--- config.mk ---
export PLATFORM = sky130hd
export DESIGN_NAME = dcache_tag_lookup
export DESIGN_NICKNAME = d
export VERILOG_FILES = /design/src/rtl/dcache_pkg.sv /design/src/rtl/wt_cache_pkg.sv /design/src/rtl/dcache_tag_lookup.sv
export SDC_FILE = /design/constraint.sdc
export NUM_CORES = 1
export LEC_CHECK = 0
export BUFFER_PORTS_ARGS = -buffer_cell sky130_fd_sc_hd__buf_2
export CORE_ASPECT_RATIO = 0.9
export CORE_MARGIN = 3
export CORE_UTILIZATION = 40
export CTS_CLUSTER_DIAMETER = 30
export DETAILED_ROUTE_END_ITERATION = 16
export PLACE_DENSITY = 0.73
export SKIP_CTS_REPAIR_TIMING = 1
export SLEW_MARGIN = 30
export SYNTH_ARGS = -nofsm -noshare
export SYNTH_HDL_FRONTEND = slang
export SYNTH_SLANG_ARGS = --single-unit
--- constraint.sdc ---
create_clock -name clk_i -period 2.15 [get_ports clk_i]
set_input_delay 0.1075 -clock clk_i [delete_from_list [all_inputs] [get_ports clk_i]]
set_output_delay 0.1075 -clock clk_i [all_outputs]
set_load 0.02 [all_outputs]
--- src/rtl/dcache_pkg.sv ---
// Tag store layout and lookup FSM state type for the dcache tag lookup.
package dcache_pkg;

  localparam int unsigned DCACHE_TAG_WIDTH             = 20;
  localparam int unsigned TAG_STORE_DIRTY_BIT_POSITION = DCACHE_TAG_WIDTH;
  localparam int unsigned TAG_STORE_VALID_BIT_POSITION = DCACHE_TAG_WIDTH + 1;

  typedef struct packed {
    logic                        valid;
    logic                        dirty;
    logic [DCACHE_TAG_WIDTH-1:0] tag;
  } tag_store_data_t;

  typedef logic [$bits(tag_store_data_t)-1:0] tag_store_bit_enable_t;

  typedef enum logic [2:0] {
    IDLE,
    COMPARE,
    WB_REQ,
    REFILL_REQ,
    REFILL_WAIT,
    TAG_WRITE
  } dcache_state_e;

endpackage

--- src/rtl/wt_cache_pkg.sv ---
// Write-through cache geometry shared by the dcache blocks.
package wt_cache_pkg;

  localparam int unsigned DCACHE_NUM_WORDS = 256;

endpackage

--- src/rtl/dcache_tag_lookup.sv ---
// Single-request dcache tag lookup: tag compare, dirty-victim writeback,
// refill request and final tag store update.
module dcache_tag_lookup
  import dcache_pkg::*;
#(
  parameter int unsigned TAG_WIDTH   = dcache_pkg::DCACHE_TAG_WIDTH,
  parameter int unsigned NUM_WORDS   = wt_cache_pkg::DCACHE_NUM_WORDS,
  localparam int unsigned INDEX_WIDTH = $clog2(NUM_WORDS)
) (
  input  logic                   clk_i,
  input  logic                   rst_i,
  input  logic                   req_valid_i,
  output logic                   req_ready_o,
  input  logic [INDEX_WIDTH-1:0] req_index_i,
  input  logic [TAG_WIDTH-1:0]   req_tag_i,
  input  logic                   req_we_i,
  output logic                   rsp_valid_o,
  output logic                   rsp_hit_o,
  output logic                   tag_en_o,
  output logic                   tag_we_o,
  output logic [INDEX_WIDTH-1:0] tag_addr_o,
  output tag_store_data_t        tag_wdata_o,
  output tag_store_bit_enable_t  tag_bit_en_o,
  input  tag_store_data_t        tag_rdata_i,
  output logic                   wb_valid_o,
  input  logic                   wb_ready_i,
  output logic [TAG_WIDTH-1:0]   wb_tag_o,
  output logic [INDEX_WIDTH-1:0] wb_index_o,
  output logic                   refill_valid_o,
  input  logic                   refill_ready_i,
  input  logic                   refill_done_i
);

  dcache_state_e          state_q, state_d;
  logic [INDEX_WIDTH-1:0] index_q, index_d;
  logic [TAG_WIDTH-1:0]   tag_q, tag_d;
  logic                   we_q, we_d;
  logic [TAG_WIDTH-1:0]   wb_tag_q, wb_tag_d;
  logic                   line_hit;
  logic                   victim_dirty;

  always_ff @(posedge clk_i or posedge rst_i) begin
    if (rst_i) begin
      state_q  <= IDLE;
      index_q  <= '0;
      tag_q    <= '0;
      we_q     <= 1'b0;
      wb_tag_q <= '0;
    end else begin
      state_q  <= state_d;
      index_q  <= index_d;
      tag_q    <= tag_d;
      we_q     <= we_d;
      wb_tag_q <= wb_tag_d;
    end
  end

  assign line_hit     = tag_rdata_i[TAG_STORE_VALID_BIT_POSITION] && (tag_rdata_i.tag == tag_q);
  assign victim_dirty = tag_rdata_i[TAG_STORE_VALID_BIT_POSITION]
                        && tag_rdata_i[TAG_STORE_DIRTY_BIT_POSITION];

  always_comb begin
    state_d        = state_q;
    index_d        = index_q;
    tag_d          = tag_q;
    we_d           = we_q;
    wb_tag_d       = wb_tag_q;
    req_ready_o    = 1'b0;
    rsp_valid_o    = 1'b0;
    rsp_hit_o      = 1'b0;
    tag_en_o       = 1'b0;
    tag_we_o       = 1'b0;
    tag_addr_o     = '0;
    tag_wdata_o    = '0;
    tag_bit_en_o   = '0;
    wb_valid_o     = 1'b0;
    wb_tag_o       = '0;
    wb_index_o     = '0;
    refill_valid_o = 1'b0;

    unique case (state_q)
      // Held in IDLE by reset, so also gate on rst_i to keep every output low while asserted.
      IDLE: begin
        req_ready_o = !rst_i;
        if (req_valid_i && !rst_i) begin
          index_d    = req_index_i;
          tag_d      = req_tag_i;
          we_d       = req_we_i;
          tag_en_o   = 1'b1;
          tag_addr_o = req_index_i;
          state_d    = COMPARE;
        end
      end
      COMPARE: begin
        if (line_hit) begin
          rsp_valid_o = 1'b1;
          rsp_hit_o   = 1'b1;
          if (we_q) begin
            tag_en_o                                   = 1'b1;
            tag_we_o                                   = 1'b1;
            tag_addr_o                                 = index_q;
            tag_bit_en_o[TAG_STORE_DIRTY_BIT_POSITION] = 1'b1;
            tag_wdata_o.dirty                          = 1'b1;
          end
          state_d = IDLE;
        end else if (victim_dirty) begin
          wb_tag_d = tag_rdata_i.tag;
          state_d  = WB_REQ;
        end else begin
          state_d = REFILL_REQ;
        end
      end
      WB_REQ: begin
        wb_valid_o = 1'b1;
        wb_tag_o   = wb_tag_q;
        wb_index_o = index_q;
        if (wb_ready_i) state_d = REFILL_REQ;
      end
      REFILL_REQ: begin
        refill_valid_o = 1'b1;
        if (refill_ready_i) state_d = REFILL_WAIT;
      end
      REFILL_WAIT: begin
        if (refill_done_i) state_d = TAG_WRITE;
      end
      TAG_WRITE: begin
        tag_en_o          = 1'b1;
        tag_we_o          = 1'b1;
        tag_addr_o        = index_q;
        tag_bit_en_o      = '1;
        tag_wdata_o.valid = 1'b1;
        tag_wdata_o.dirty = we_q;
        tag_wdata_o.tag   = tag_q;
        rsp_valid_o       = 1'b1;
        state_d           = IDLE;
      end
      default: state_d = IDLE;
    endcase
  end

endmodule

==> metrics.md, run 1 <==
| Metric | Value |
|---|---|
| CP Class | register to output pin |
| Power Total | about 0.0050 W |
| CTS tree | yes |
| Hold Vio Cnt, Final | 8 |
| Comb pwr share | approximately half |
| Max Fclk | roughly 460 MHz |
| Status | finished, violations left |
| Final setup viols | 8 |
| R2R depth | 8 |
| Area leader, netlist | dfrtp_1 |
| Syn avg cell area | 9.566 um2 |
| Cell Count, Final, Fillers Out | 547 |
| CTS clk-pin slew, worst paths | about 100 ps |
| Clock network power share | between 10% and 20% |
| Number of synthesized register bits | 52 |
| Layout cell share with drive strength beyond 1 | 45.15% |
| Die area | 8560 um2 |
| Hold slack final | -17.31 ps |
| I/O pins | around 140 |
| Via count | 2,674 |
| Pre-CTS setup slack | 86.85 ps |
| Area Overhead vs Synth | 35.35% |
| Hold endpoint | tag_q[3] |
| Leak | about 2.3 nW |
| Synth Warn # | 0 |
| Max VDD drop | between 0.5 and 0.6 mV |
| Cell Area, Placed | approximately 3700 um2 |
| Top cell type's share of synthesized area | between 40% and 50% |
| DIE WIDTH | 97.20 um |
| Post-Syn Area | approximately 3000 um2 |
| Worst Skew | 7.508 ps |
| Post-route cell area | between 4000 and 5000 um2 |
| Placed Cells incl. Taps | around 530 |
| Global-route wire length before repair | between 10,000 and 15,000 um |
| Slew headroom | between 50% and 60% |
| Die span in y | approximately 88 um |
| CP arrival | around 2100 ps |
| R2r endpoint | wb_tag_q[1] |
| DRT Pass-1 Iters | 4 |
| Flop pwr share | a little over a third |
| Crit Path Max Fanout | 6 |
| Vias in the first global route | ~2,500 |
| Post-synth EDFFs | 0 |
| Unrepaired setup endpoints after global routing | yes |
| Clock buffer count from CTS | 5 |
| Power density over the cells | ~1200 nW/um2 |
| GPL Wtd Cong | between 0.7 and 0.8 |
| Ranking of synthesized cells by area | dfrtp_1 (43%), nand2_1 (12%), mux2_4 (10%), and2_1 (6.5%), buf_4 (5.5%) |
| Drt total wl | around 8900 um |
| Vias per cell | slightly below 5 |
| Seq/Total Area, Yosys | between 40 and 50% |
| Input/output buffers | 143 |
| Starting Density | a little over two fifths |
| Period minus WS final | approximately 2200 ps |
| Antenna violation net count after detailed routing | 0 |
| Largest net degree at the start of global routing | between 50 and 60 |
| Fraction of registers with async set/reset | 100.0% |
| Worst Hold Class | input port to register |
| Post-Syn Nets | 370 |
| Maximum clock insertion buffer count | 2 |
| Min setup slack post-route | -26.36 ps |
| Critical path capture point type | output pin |
| Worst reg-to-reg setup slack | roughly 40 ps |
| Drt wl/cell | between 15 and 20 um |
| Slowest-stage cell, CP | dfrtp_1 |
| Max incr delay on CP | between 400 and 500 ps |
| Synth cell types | 32 |
| Antenna diodes | 0 |
| Post-Syn Instances | ~310 |
| Htree depth | 2 |
| Min-delay src | req_tag_i[3] |
| Switching power of the nets | 0.002086 W |
| Root Driver | clkbuf_8 |
| Hold path cells | 3 |
| Gr usage total | between 10% and 20% |
| Cell Rows | 29 |
| Worst-Margin Slew | 685.1 ps |
| Switching Fraction | 41.40% |
| Worst-Skew Late Latency | just over 300 ps |
| Pins Over Slew Limit | 0 |
| Failing checks | hold timing, setup timing |
| DRT iter0 DRCs | about 140 |
| Worst path cell trace | xnor2_2 > nand4_1 > nor4_4 > buf_4 > a31o_4 > a22o_1 > buf_6 |
| GR Overflow Total | 0 |
| Power Internal | approximately 0.0030 W |
| Initial antenna violation count | 0 |
| # DRC | 0 |
| Reg-to-reg startpoint | tag_q[4] |
| Startpoint types | register |
| Core Area | 7148 um2 |
| Worst Path Required | just over 2000 ps |
| Synth Flop Type | dfrtp_1 |
| HPWL Detailed | around 6400 um |
| Max Cap Violations | 0 |
| Final worst-path cycle share | 101.2% |
| Filler Cell Count | 636 |
| Clock sinks | between 50 and 60 |
| Nets | roughly 500 |
worst max path at each step:
stage	from	endpoint	slack, ps	cells after the start
6_report	tag_q[4]	tag_addr_o[1]	-30	7
5_1_grt	tag_q[11]	tag_addr_o[6]	-110	7
4_1_cts	tag_q[18]	tag_addr_o[6]	-270	6
3_5_place_dp	tag_q[18]	tag_addr_o[6]	90	6
3_3_place_gp	tag_q[11]	tag_addr_o[6]	120	6
2_1_floorplan	state_q[1]	tag_addr_o[0]	60	5
cells by family after synthesis:
family	share of synthesized area, %
and+or+nand+nor	27.08
DFF	43.46
buffers and inverters	8.608
xor gates and xnor gates	5.850
muxes	10.03
AOI/OAI and AO/OA	4.973
critical path: cells and delay by family (launching register included):
family                 cells  cell delay, ps
AND/OR/NAND/NOR            2             460
flip-flops                 1             430
AO/OA/AOI/OAI              2             400
buffers and inverters      2             310
XOR/XNOR                   1             160
power by group through the flow:
stage               registers [W]  logic (W)  clock network (W)
floorplan                 0.00171    0.00179                  0
global placement          0.00179    0.00238                  0
detailed placement        0.00182    0.00243                  0
CTS                       0.00180    0.00244           0.000736
global route              0.00188    0.00270           0.000764
finish                    0.00182    0.00251           0.000717
per-layer routing:
layer / global-route usage [%] / wire, um / vias to the layer above
met2: 33.33 / 4350 / 104
met3: 4.459 / 600 / 8
li1: - / - / 1282
met5: 0 / 0 / -
met4: 4.592 / 82 / 0
met1: 23.65 / 3896 / 1280
metrics by stage:
step	TNS, ps	util (%)
3_5_place_dp	0	52.09
2_1_floorplan	0	-
6_report	-143.4	56.70
4_1_cts	-3020	53.79
5_1_grt	-1006	56.70
3_3_place_gp	0	52.09
flip-flops by register name, summed over array words and instances, names as in the netlist:
signal    cells
index_q       8
state_q       3
tag_q        20
wb_tag_q     20
we_q          1
cell type report:
class | instances | area [um2] | area share (%)
clock inverters | 2 | 38.79 | 0.9571
clock buffers | 6 | 82.58 | 2.038
repair buffers | 172 | 1013 | 25.01
inverters | 1 | 3.754 | 0.09262
well taps | 93 | 116.4 | 2.871
flip-flops and latches | 52 | 1301 | 32.11
multi-input cells | 221 | 1496 | 36.93
synth_stat cells (2+ instances only):
library cell and count:
a21oi_1 2, a22o_1 9, and2_1 31, and3_1 19, buf_2 5, buf_4 22
buf_6 2, clkbuf_1 11, dfrtp_1 52, mux2_4 20, nand2_1 93, nand2b_1 3
nand4_1 4, nor2_1 2, nor4_4 2, o21a_1 2, xnor2_1 17, xor2_1 3
cell usage in the layout (no fill, tap or decap), drive strengths merged, types with 3 or more instances in the layout:
cell and n:
buf 163, nand2 93, dfrtp 52, and2 32, mux2 20, and3 20, xnor2 17, a22o 9
dlygate4sd3 9, clkbuf 6, nand4 4, xor2 3, nand2b 3, nor4 3
Note: power is estimated with default switching activity, not from simulation.
==> inputs of run 2 (changes only) <==
SKIP_CTS_REPAIR_TIMING = not set   (was 1)
==> run 2 against run 1 <==
Effect of this change:
- the run ends with setup timing left
- largest cell class unchanged
- critical endpoint is now tag_addr_o[3]
- hold slack better by 27 ps
- routed wire length is 6.4% higher
- global-route usage is 2.0 points higher
- count of clock-buffer cells in the layout stayed put
==> metrics.md, run 2 (synthesis results as in run 1) <==
| Metric | Value |
|---|---|
| Status | finished, violations left |
| Failing checks | setup timing |
| Drt wl/cell | 16.88 um |
| Core Area | roughly 7100 um2 |
| Max VDD drop | around 0.53 mV |
| Vias per cell | roughly 5.0 |
| Largest net degree at the start of global routing | between 50 and 60 |
| Die area | 8560 um2 |
| Hold Vio Cnt, Final | 0 |
| Most frequent cells in the layout | buf_2 (130), nand2_1 (93), dfrtp_1 (52), and2_1 (31), buf_4 (24) |
| Worst-Skew Late Latency | 310 ps |
| DRT iter0 DRCs | 150 |
| DIE WIDTH | around 100 um |
| Most common cell after layout, fill and taps aside | buf_2 |
| Power Total | roughly 0.0052 W |
| Clock network power share | 14.0% |
| CP arrival | 2070 ps |
| Clock sinks | 52 |
| Biggest regs | tag_q x20, wb_tag_q x20, index_q x8 |
| Clock buffer count from CTS | 5 |
| CTS tree | yes |
| Startpoint types | register |
| Final worst-path cycle share | 101.5% |
| Final setup viols | 6 |
| Nets | ~530 |
| Gr usage total | a little over a fifth |
| Layout cell share with drive strength beyond 1 | between 40 and 50% |
| Maximum clock insertion buffer count | 2 |
| HPWL Detailed | ~6400 um |
| Filler Cell Count | 617 |
| Reg area | 1301 um2 |
| Hold path cells | 3 |
| Initial antenna violation count | 0 |
| Pins Over Slew Limit | 0 |
| # DRC | 0 |
| Slew headroom | approximately 54% |
| Most used cell, CP | buf_6 |
| Crit Path Max Fanout | 6 |
| Max Fclk | around 460 MHz |
| Switching Fraction | 41.43% |
| Critical path capture point type | output pin |
| Max incr delay on CP | roughly 440 ps |
| Drt total wl | approximately 9500 um |
| Hold endpoint | index_q[6] |
| I/O pins | between 100 and 150 |
| Period minus WS final | 2181 ps |
| CP Class | register to output pin |
| Antenna violation net count after detailed routing | 0 |
| Unrepaired setup endpoints after global routing | yes |
| Worst Path Required | between 2000 and 2500 ps |
| Slowest-stage cell, CP | dfrtp_1 |
| Die span in y | just under 90 um |
| DRT Pass-1 Iters | 4 |
| Root Driver | clkbuf_8 |
| Global-route wire length before repair | roughly 14,000 um |
| Min setup slack post-route | -31.49 ps |
| GR Overflow Total | 0 |
| Cell Rows | 29 |
| Worst path cell trace | xnor2_2 > nand4_1 > nor4_4 > buf_6 > a31o_4 > a22o_1 > buf_6 |
| Worst-Margin Slew | slightly below 700 ps |
| Core Util, Final | about three fifths |
| Min-delay src | req_index_i[6] |
| Htree depth | 2 |
| Power Internal | a little over 0.003 W |
| Placed Cells incl. Taps | about 530 |
| Antenna diodes | 0 |
| Flop pwr share | a little over a third |
| Vias in the first global route | about 2,700 |
| Reg-to-reg startpoint | tag_q[16] |
| Input/output buffers | ~140 |
| Switching power of the nets | around 0.0021 W |
| Starting Density | 41.89% |
| Area Overhead vs Synth | 42.21% |
| Worst path top cell family by delay | simple AND/OR/NAND/NOR gates |
| Max Cap Violations | 0 |
| GPL Wtd Cong | 0.7953 |
| Power density over the cells | between 1000 and 1500 nW/um2 |
| Via count | between 2,000 and 3,000 |
| Cell Count, Final, Fillers Out | ~560 |
| Worst Skew | approximately 7.2 ps |
| Bufs and invs on worst path | 2 |
| R2R depth | 8 |
| CTS clk-pin slew, worst paths | 100 ps |
| Worst Hold Class | input port to register |
| Comb pwr share | 50.6% |
| Area occupied by multi-input gates | around 1500 um2 |
| R2r endpoint | wb_tag_q[1] |
| Leak | 2.400 nW |
| Worst reg-to-reg setup slack | ~80 ps |
## run 2: power by group through the flow
stage | Combinational [W] | Clock (W) | Sequential (W)
after floorplan | 0.00179 | 0 | 0.00171
after global placement | 0.00238 | 0 | 0.00179
after detailed placement | 0.00243 | 0 | 0.00182
after CTS | 0.00253 | 0.000736 | 0.00181
after global routing | 0.00281 | 0.000764 | 0.00189
final | 0.00261 | 0.000719 | 0.00183
## run 2: worst min-delay path: cells and delay by family
kind	cells	cell delay, ps
buffers and inverters	1	90
AND/OR/NAND/NOR	2	100
## run 2: cell type report
type / instances / share of cell area [%]
Clock buffer: 6 / 1.939
Inverter: 1 / 0.08816
Sequential cell: 52 / 30.56
Tap cell: 93 / 2.733
Timing Repair Buffer: 188 / 28.06
Clock inverter: 2 / 0.9110
Multi-Input combinational cell: 221 / 35.70
## run 2: per-stage QoR
step | area [um2] | TNS (ps) | hold slack, ps | setup WS (ps)
after floorplan | 3000 | 0 | 212.9 | 55.23
after global placement | 3724 | 0 | 300.4 | 121.3
after detailed placement | 3724 | 0 | 304.7 | 86.85
after CTS | 4151 | 0 | 4.514 | 1.326
after global routing | 4258 | -697.3 | 11.79 | -101.9
final | 4258 | -83.66 | 9.418 | -31.49
## run 2: layer usage
layer  wire, um  share of wire [%]  vias up  track usage (%)
met5          0                  0        -                0
met1       4006                 42     1357            26.81
met2       4625                 49      135            36.53
met4        166                1.7        0            4.974
met3        703                7.4       17            4.379
li1           -                  -     1309                -
## run 2: how the worst max path moves through the flow
stage,from,end,slack (ps),cells past startpoint
2_1_floorplan,state_q[1],tag_addr_o[0],60,5
3_3_place_gp,tag_q[11],tag_addr_o[6],120,6
3_5_place_dp,tag_q[18],tag_addr_o[6],90,6
4_1_cts,tag_q[11],tag_addr_o[2],1,7
5_1_grt,tag_q[4],tag_addr_o[3],-100,7
6_report,tag_q[11],tag_addr_o[3],-30,7
## run 2: timing repair
| action | CTS | global route |
|---|---|---|
| hold buffers | 22 | 0 |
| pin swaps | 6 | 7 |
| resized for setup | 7 | 27 |
| buffers inserted | 6 | 1 |
| gates cloned | 1 | 0 |
| setup endpoints to repair | 14 | 34 |
| hold endpoints to repair | 22 | 0 |
